<file path="src/rtl/jk_pkg.sv">
// Shared types for the JK command sequencer: opcodes, FSM states, opcode decode.
// Combinational helpers only; no storage.
// No flow control lives here.
package jk_pkg;

    typedef enum logic [1:0] {
        JK_HOLD   = 2'b00,
        JK_RESET  = 2'b01,
        JK_SET    = 2'b10,
        JK_TOGGLE = 2'b11
    } jk_op_t;

    typedef enum logic [1:0] {
        ST_IDLE  = 2'b00,
        ST_DRIVE = 2'b01,
        ST_GAPW  = 2'b10
    } jk_state_t;

    // Returns {j, k} for an opcode.
    function automatic logic [1:0] op_to_jk(input jk_op_t op);
        logic [1:0] jk;
        jk = 2'b00;
        case (op)
            JK_HOLD:   jk = 2'b00;
            JK_RESET:  jk = 2'b01;
            JK_SET:    jk = 2'b10;
            JK_TOGGLE: jk = 2'b11;
            default:   jk = 2'b00;
        endcase
        return jk;
    endfunction

endpackage

</file>
<file path="src/rtl/jk_cmd_fifo.sv">
// Synchronous command FIFO with wrap-bit pointers; async active-high reset.
// Latency: a push is visible at the head one edge later.
// Backpressure: push is dropped while full, even when a pop shares the edge.
module jk_cmd_fifo #(
    parameter int DEPTH = 4,
    parameter int WIDTH = 6
) (
    input  logic             clk,
    input  logic             rst,
    input  logic             push,
    input  logic [WIDTH-1:0] push_dat,
    input  logic             pop,
    output logic [WIDTH-1:0] pop_dat,
    output logic             full,
    output logic             empty
);
    localparam int AW = $clog2(DEPTH);

    logic [AW:0]      wr_ptr_q, wr_ptr_d;
    logic [AW:0]      rd_ptr_q, rd_ptr_d;
    logic [WIDTH-1:0] mem_q [DEPTH];
    logic             do_push;
    logic             do_pop;

    assign empty   = (wr_ptr_q == rd_ptr_q);
    assign full    = (wr_ptr_q[AW] != rd_ptr_q[AW]) &&
                     (wr_ptr_q[AW-1:0] == rd_ptr_q[AW-1:0]);
    assign do_push = push && !full;
    assign do_pop  = pop && !empty;
    assign pop_dat = mem_q[rd_ptr_q[AW-1:0]];

    always_comb begin
        wr_ptr_d = wr_ptr_q + {{AW{1'b0}}, do_push};
        rd_ptr_d = rd_ptr_q + {{AW{1'b0}}, do_pop};
    end

    always_ff @(posedge clk or posedge rst) begin
        if (rst) begin
            wr_ptr_q <= '0;
            rd_ptr_q <= '0;
        end else begin
            wr_ptr_q <= wr_ptr_d;
            rd_ptr_q <= rd_ptr_d;
        end
    end

    always_ff @(posedge clk) begin
        if (do_push) begin
            mem_q[wr_ptr_q[AW-1:0]] <= push_dat;
        end
    end

endmodule

</file>
<file path="src/rtl/jk_cmd_seq.sv">
// JK command sequencer: queues commands, drives registered j/k, predicts q. Optional JK_CMD_SEQ_CHECK_EN adds q_fb/mismatch.
// Latency: command pushed into an idle, empty queue drives j/k after the next edge.
// Backpressure: cmd_ready = !full; a command is held in the queue while the current one drives.
module jk_cmd_seq
    import jk_pkg::*;
#(
    parameter int DEPTH = 4,
    parameter int LEN_W = 4,
    parameter int GAP   = 1
) (
    input  logic             clk,
    input  logic             rst,
    input  logic             cmd_valid,
    output logic             cmd_ready,
    input  logic [1:0]       cmd_op,
    input  logic [LEN_W-1:0] cmd_len,
    output logic             j,
    output logic             k,
    output logic             q_exp,
    output logic             q_known,
    output logic             busy,
    output logic             done
`ifdef JK_CMD_SEQ_CHECK_EN
    ,
    input  logic             q_fb,
    output logic             mismatch
`endif
);
    localparam int GW = $clog2(GAP + 2);
    localparam logic [GW-1:0]    GAP_L   = GW'(GAP);
    localparam logic [GW-1:0]    GAP_ONE = GW'(1);
    localparam logic [LEN_W-1:0] LEN_ONE = LEN_W'(1);

    jk_state_t        state_q, state_d;
    logic [LEN_W-1:0] cnt_q, cnt_d;
    logic [GW-1:0]    gap_q, gap_d;
    logic [1:0]       jk_q, jk_d;
    logic             q_exp_q, q_exp_d;
    logic             q_known_q, q_known_d;

    logic               fifo_full;
    logic               fifo_empty;
    logic               fifo_pop;
    logic [LEN_W+1:0]   fifo_dat;
    logic               load_cmd;
    jk_op_t             head_op;
    logic [LEN_W-1:0]   head_len;

    jk_cmd_fifo #(
        .DEPTH (DEPTH),
        .WIDTH (LEN_W + 2)
    ) u_fifo (
        .clk      (clk),
        .rst      (rst),
        .push     (cmd_valid),
        .push_dat ({cmd_op, cmd_len}),
        .pop      (fifo_pop),
        .pop_dat  (fifo_dat),
        .full     (fifo_full),
        .empty    (fifo_empty)
    );

    assign head_op  = jk_op_t'(fifo_dat[LEN_W+1:LEN_W]);
    assign head_len = fifo_dat[LEN_W-1:0];

    always_ff @(posedge clk or posedge rst) begin
        if (rst) begin
            state_q   <= ST_IDLE;
            cnt_q     <= '0;
            gap_q     <= '0;
            jk_q      <= 2'b00;
            q_exp_q   <= 1'b0;
            q_known_q <= 1'b0;
        end else begin
            state_q   <= state_d;
            cnt_q     <= cnt_d;
            gap_q     <= gap_d;
            jk_q      <= jk_d;
            q_exp_q   <= q_exp_d;
            q_known_q <= q_known_d;
        end
    end

    always_comb begin
        state_d  = state_q;
        cnt_d    = cnt_q;
        gap_d    = gap_q;
        jk_d     = jk_q;
        load_cmd = 1'b0;
        fifo_pop = 1'b0;
        case (state_q)
            ST_IDLE: begin
                load_cmd = !fifo_empty;
            end
            ST_DRIVE: begin
                if (cnt_q == LEN_ONE) begin
                    if (GAP > 0) begin
                        state_d = ST_GAPW;
                        gap_d   = GAP_L;
                        jk_d    = 2'b00;
                    end else if (!fifo_empty) begin
                        load_cmd = 1'b1;
                    end else begin
                        state_d = ST_IDLE;
                        jk_d    = 2'b00;
                    end
                end else begin
                    cnt_d = cnt_q - LEN_ONE;
                end
            end
            ST_GAPW: begin
                if (gap_q == GAP_ONE) begin
                    if (!fifo_empty) begin
                        load_cmd = 1'b1;
                    end else begin
                        state_d = ST_IDLE;
                        jk_d    = 2'b00;
                    end
                end else begin
                    gap_d = gap_q - GAP_ONE;
                end
            end
            default: begin
                state_d = ST_IDLE;
                jk_d    = 2'b00;
            end
        endcase
        // A zero length still drives for one cycle.
        if (load_cmd) begin
            fifo_pop = 1'b1;
            state_d  = ST_DRIVE;
            cnt_d    = (head_len == '0) ? LEN_ONE : head_len;
            jk_d     = op_to_jk(head_op);
        end
    end

    // Mirrors the flip-flop sampling the same registered j/k on the same edge.
    always_comb begin
        q_exp_d = q_exp_q;
        case (jk_q)
            2'b01:   q_exp_d = 1'b0;
            2'b10:   q_exp_d = 1'b1;
            2'b11:   q_exp_d = ~q_exp_q;
            default: q_exp_d = q_exp_q;
        endcase
        q_known_d = q_known_q | (jk_q[1] ^ jk_q[0]);
    end

    always_comb begin
        j         = jk_q[1];
        k         = jk_q[0];
        q_exp     = q_exp_q;
        q_known   = q_known_q;
        cmd_ready = !fifo_full;
        busy      = (state_q != ST_IDLE) || !fifo_empty;
        done      = (state_q == ST_DRIVE) && (cnt_q == LEN_ONE);
    end

`ifdef JK_CMD_SEQ_CHECK_EN
    logic mismatch_q, mismatch_d;

    always_comb begin
        mismatch_d = mismatch_q | (q_known_q && (q_fb != q_exp_q));
    end

    always_ff @(posedge clk or posedge rst) begin
        if (rst) begin
            mismatch_q <= 1'b0;
        end else begin
            mismatch_q <= mismatch_d;
        end
    end

    assign mismatch = mismatch_q;
`endif

endmodule

</file>
<file path="config.mk">
export PLATFORM = sky130hd
export DESIGN_NAME = jk_cmd_seq
export DESIGN_NICKNAME = d
export VERILOG_FILES = /design/src/rtl/jk_pkg.sv /design/src/rtl/jk_cmd_fifo.sv /design/src/rtl/jk_cmd_seq.sv
export SDC_FILE = /design/constraint.sdc
export NUM_CORES = 1
export LEC_CHECK = 0
export ABC_CLOCK_PERIOD_IN_PS = 5250
export BUFFER_PORTS_ARGS = -buffer_cell sky130_fd_sc_hd__buf_2
export CORE_MARGIN = 5
export CORE_UTILIZATION = 40
export CTS_CLUSTER_SIZE = 25
export DETAILED_ROUTE_END_ITERATION = 8
export GPL_TIMING_DRIVEN = 0
export PLACE_DENSITY = 0.64
export SETUP_SLACK_MARGIN = 0.15
export SLEW_MARGIN = 20
export SYNTH_ARGS = -nofsm -noshare
export SYNTH_HDL_FRONTEND = slang
export SYNTH_SLANG_ARGS = --single-unit
</file>
<file path="constraint.sdc">
create_clock -name clk -period 5.25 [get_ports clk]
set_input_delay 0.525 -clock clk [delete_from_list [all_inputs] [get_ports clk]]
set_output_delay 0.525 -clock clk [all_outputs]
set_load 0.005 [all_outputs]
</file>
==> impl_metrics.csv <==
group,metric,value,unit
clock_network,hold_buffers,0,
pwr,power.switching,423,uW
floorplanning,io_pins,16,
global_route,overflow,0,
drt,dr_total_vias,1015,
logic_synthesis,syn_avg_cell_area,15.3,um^2
sta,finalHoldViolCount,0,
clock_network,post-cts-setup-buffers,0,
clock_network,clock_path_buffers,2,
final_layout,antenna_cells,0,
sta,min_period,2.27,ns
setup_path,worstPathArrival,2.18,ns
global_route,grtUsageTotal,10.9,%
setup_path,slowest_stage,"nor3b_1",
place,io_buffers,15,
clock_network,clock_sinks,42,
global_route,grt_pass1_vias,1089,
pwr,power_density,592,nW/um^2
place,dp_hpwl,2.17,mm
clock_network,cts_tree,"built",
logic_synthesis,synth_cell_types,34,
clock_network,cts_made_buffers,5,
drt,drt_iter0_drc,37,
job,drv_cap,0,
sta,fmax,440,MHz
floorplanning,row_count,25,
drt,drt_first_pass_iters,4,
final_layout,drive_gt1_share,24.0,%
sta,fin_ws,2.98,ns
setup_path,r2r_end,"u_fifo.mem_q[0][4]",
global_route,grt_max_degree,19,
logic_synthesis,synthCells,123,
floorplanning,die_area,6190,um^2
logic_synthesis,syn_nets,142,
drt,wl,2.92,mm
setup_path,cpPeakStageDelay,0.81,ns
sta,finClkSkew,0.00994,ns
sta,setup-violations-final,0,
pwr,swShare,33.0,%
pwr,max-vdd-ir-drop,0.000237,V
floorplanning,dieWidth,78.7,um
floorplanning,coreArea,4660,um^2
logic_synthesis,yosys_warnings,0,
setup_path,r2r_slack,2.98,ns
sta,setup-tns-final,0,ns
logic_synthesis,ys_seq_area_share,62.1,%
setup_path,reg2reg_from,"u_fifo.rd_ptr_q[1]",
setup_path,crit_chain,"buf_4 > xor2_1 > o31a_2 > nor3b_1",
drt,post_drt_wl_per_cell,14.6,um
setup_path,cp-end-kind,"flop",
sta,slew_viol_final,0,
sta,rsz0062_at_grt,"false",
outcome,status,"finished, final reports clean",
setup_path,crit_required,5.15,ns
drt,drc,0,
final_layout,nets,164,
pwr,pwr-share-clk,23.3,%
floorplanning,initial_core_util,40.5,%
min_path,min_path_type,"in -> async",
sta,max_slew.worst_pin.slew,0.977,ns
logic_synthesis,synth-seq-cells,42,
setup_path,path_class,"reg -> reg",
final_layout,fillCellCount,419,
setup_path,reg2regPathDepth,4,
global_route,grt_pass1_wl,5.12,mm
clock_network,clockRootBuffer,"clkbuf_8",
pwr,power.internal,859,uW
logic_synthesis,synth_area,1890,um^2
global_route,antenna_found_initial,0,
drt,antenna_left,0,
place,place_congestion,0.747,
final_layout,seq_area,1170,um^2
clock_network,cts_resized,0,
drt,viasPerCell,5.08,
place,dp_slack,2.94,ns
sta,period_share,43.3,%
floorplanning,die_y,78.7,um
clock_network,clk_latency,0.28,ns
sta,maxSlewHeadroom,34.7,%
pwr,combinationalPowerShare,35.4,%
clock_network,clk_pin_slew_worst_paths,0.08,ns
setup_path,startpoint_type,"flop",
pwr,pwr-share-seq,41.3,%
final_layout,multiInputGateArea,652,um^2
clock_network,htree_levels,2,
pwr,p_leak,0.000886,uW
final_layout,syn2layout_area_growth,14.9,%
setup_path,path_max_fanout,8,
-- power by group through the flow --
stage,logic (uW),registers (uW),clock network [uW]
after global placement,441,528,0
after global routing,514,543,328
after floorplan,356,521,0
after detailed placement,461,538,0
final,453,529,299
after CTS,463,531,307
-- worst max-delay path: cells and delay by family (launching register included) --
| family | cells | cell delay (ns) |
|---|---|---|
| DFF | 1 | 0.40 |
| xor gates and xnor gates | 1 | 0.27 |
| AOI/OAI and AO/OA | 1 | 0.23 |
| buffers and inverters | 1 | 0.18 |
| and+or+nand+nor | 1 | 0.81 |
-- worst max-delay path by stage --
stage	from	end	slack [ns]	depth (start not counted)
CTS	u_fifo.rd_ptr_q[1]	u_fifo.mem_q[0][4]	2.92	4
detailed placement	u_fifo.rd_ptr_q[1]	u_fifo.mem_q[0][1]	2.94	4
floorplan	u_fifo.rd_ptr_q[1]	u_fifo.mem_q[0][0]	3.35	4
global route	u_fifo.rd_ptr_q[1]	u_fifo.mem_q[0][4]	2.82	4
finish	u_fifo.rd_ptr_q[1]	u_fifo.mem_q[0][4]	2.98	4
global placement	u_fifo.rd_ptr_q[1]	u_fifo.mem_q[0][1]	2.96	4
-- per-layer routing --
metal / GRT usage [%] / vias to the layer above / routed length, um
met5: 0 / - / 0
met4: 3.15 / 0 / 8
met3: 4.01 / 2 / 124
met2: 18.2 / 17 / 1420
met1: 13.2 / 499 / 1360
li1: - / 497 / -
-- cell usage after synthesis --
cell type,count,area share (%)
buf_4,1,0.40
o31a_2,1,0.53
nor3_1,4,1.1
inv_4,1,0.33
edfxtp_1,24,38
ha_1,10,6.6
a211oi_1,1,0.40
xor2_2,1,0.86
mux4_2,2,2.4
dfrtp_1,18,24
o311ai_0,1,0.46
buf_6,1,0.60
or3b_4,1,0.60
xnor2_1,4,1.9
xor2_1,6,2.8
inv_1,10,2.0
o221ai_1,1,0.46
and3_1,1,0.33
or2b_2,1,0.46
nor3_2,1,0.53
or3_1,1,0.33
nor2_1,5,1.0
a21oi_1,5,1.3
nor2b_1,1,0.33
nor3b_1,1,0.40
nand3_1,6,1.6
or2_2,1,0.33
nand2_1,3,0.60
o311ai_4,1,1.4
mux2i_1,1,0.53
mux4_1,4,5.6
and3b_1,1,0.46
a22o_1,2,0.93
or2b_1,1,0.40
-- logic make-up after synthesis --
family | Yosys count | synth area share, %
AOI/OAI and AO/OA | 12 | 5.51
xor gates and xnor gates | 11 | 5.51
adders and majority gates | 10 | 6.64
buffers and inverters | 13 | 3.32
DFF | 42 | 62.1
muxes | 7 | 8.49
and+or+nand+nor | 28 | 8.43
-- through the flow --
stage / total power (uW) / cell area [um^2] / instances / util [%] / hold slack [ns]
finish: 1280 / 2170 / 200 / 46.5 / 0.331
global route: 1380 / 2170 / 200 / 46.5 / 0.386
CTS: 1300 / 2170 / 200 / 46.5 / 0.354
detailed placement: 999 / 2030 / 192 / 43.5 / 0.476
global placement: 969 / 2030 / 192 / 43.5 / 0.446
floorplan: 877 / 1890 / 123 / - / 0.451
-- cell usage in the layout, fill, tap and decap left out, drive strengths merged, types with 2 or more instances in the layout --
cell / instances
nand3: 6
ha: 10
a21oi: 5
or2b: 2
xnor2: 4
nand2: 3
bufinv: 2
xor2: 7
a22o: 2
mux4: 6
clkbuf: 5
nor3: 5
buf: 17
inv: 11
edfxtp: 24
nor2: 5
o311ai: 2
dfrtp: 18
-- flip-flops by register name, summed over array words and instances (netlist names) --
signal           count
cnt_q                4
u_fifo.wr_ptr_q      3
gap_q                2
q_exp                1
jk_q                 2
state_q              2
u_fifo.rd_ptr_q      3
u_fifo.mem_q        24
q_known              1
-- final cells by class --
| class | instances | share of cell area (%) |
|---|---|---|
| clock inverters | 3 | 3.18 |
| clock buffers | 5 | 3.18 |
| plain buffers | 2 | 0.867 |
| multi-input cells | 68 | 30.1 |
| well taps | 54 | 3.12 |
| inverters | 11 | 2.02 |
| repair buffers | 15 | 3.47 |
| flip-flops and latches | 42 | 54.1 |
Note: power is estimated with default switching activity, not from simulation.
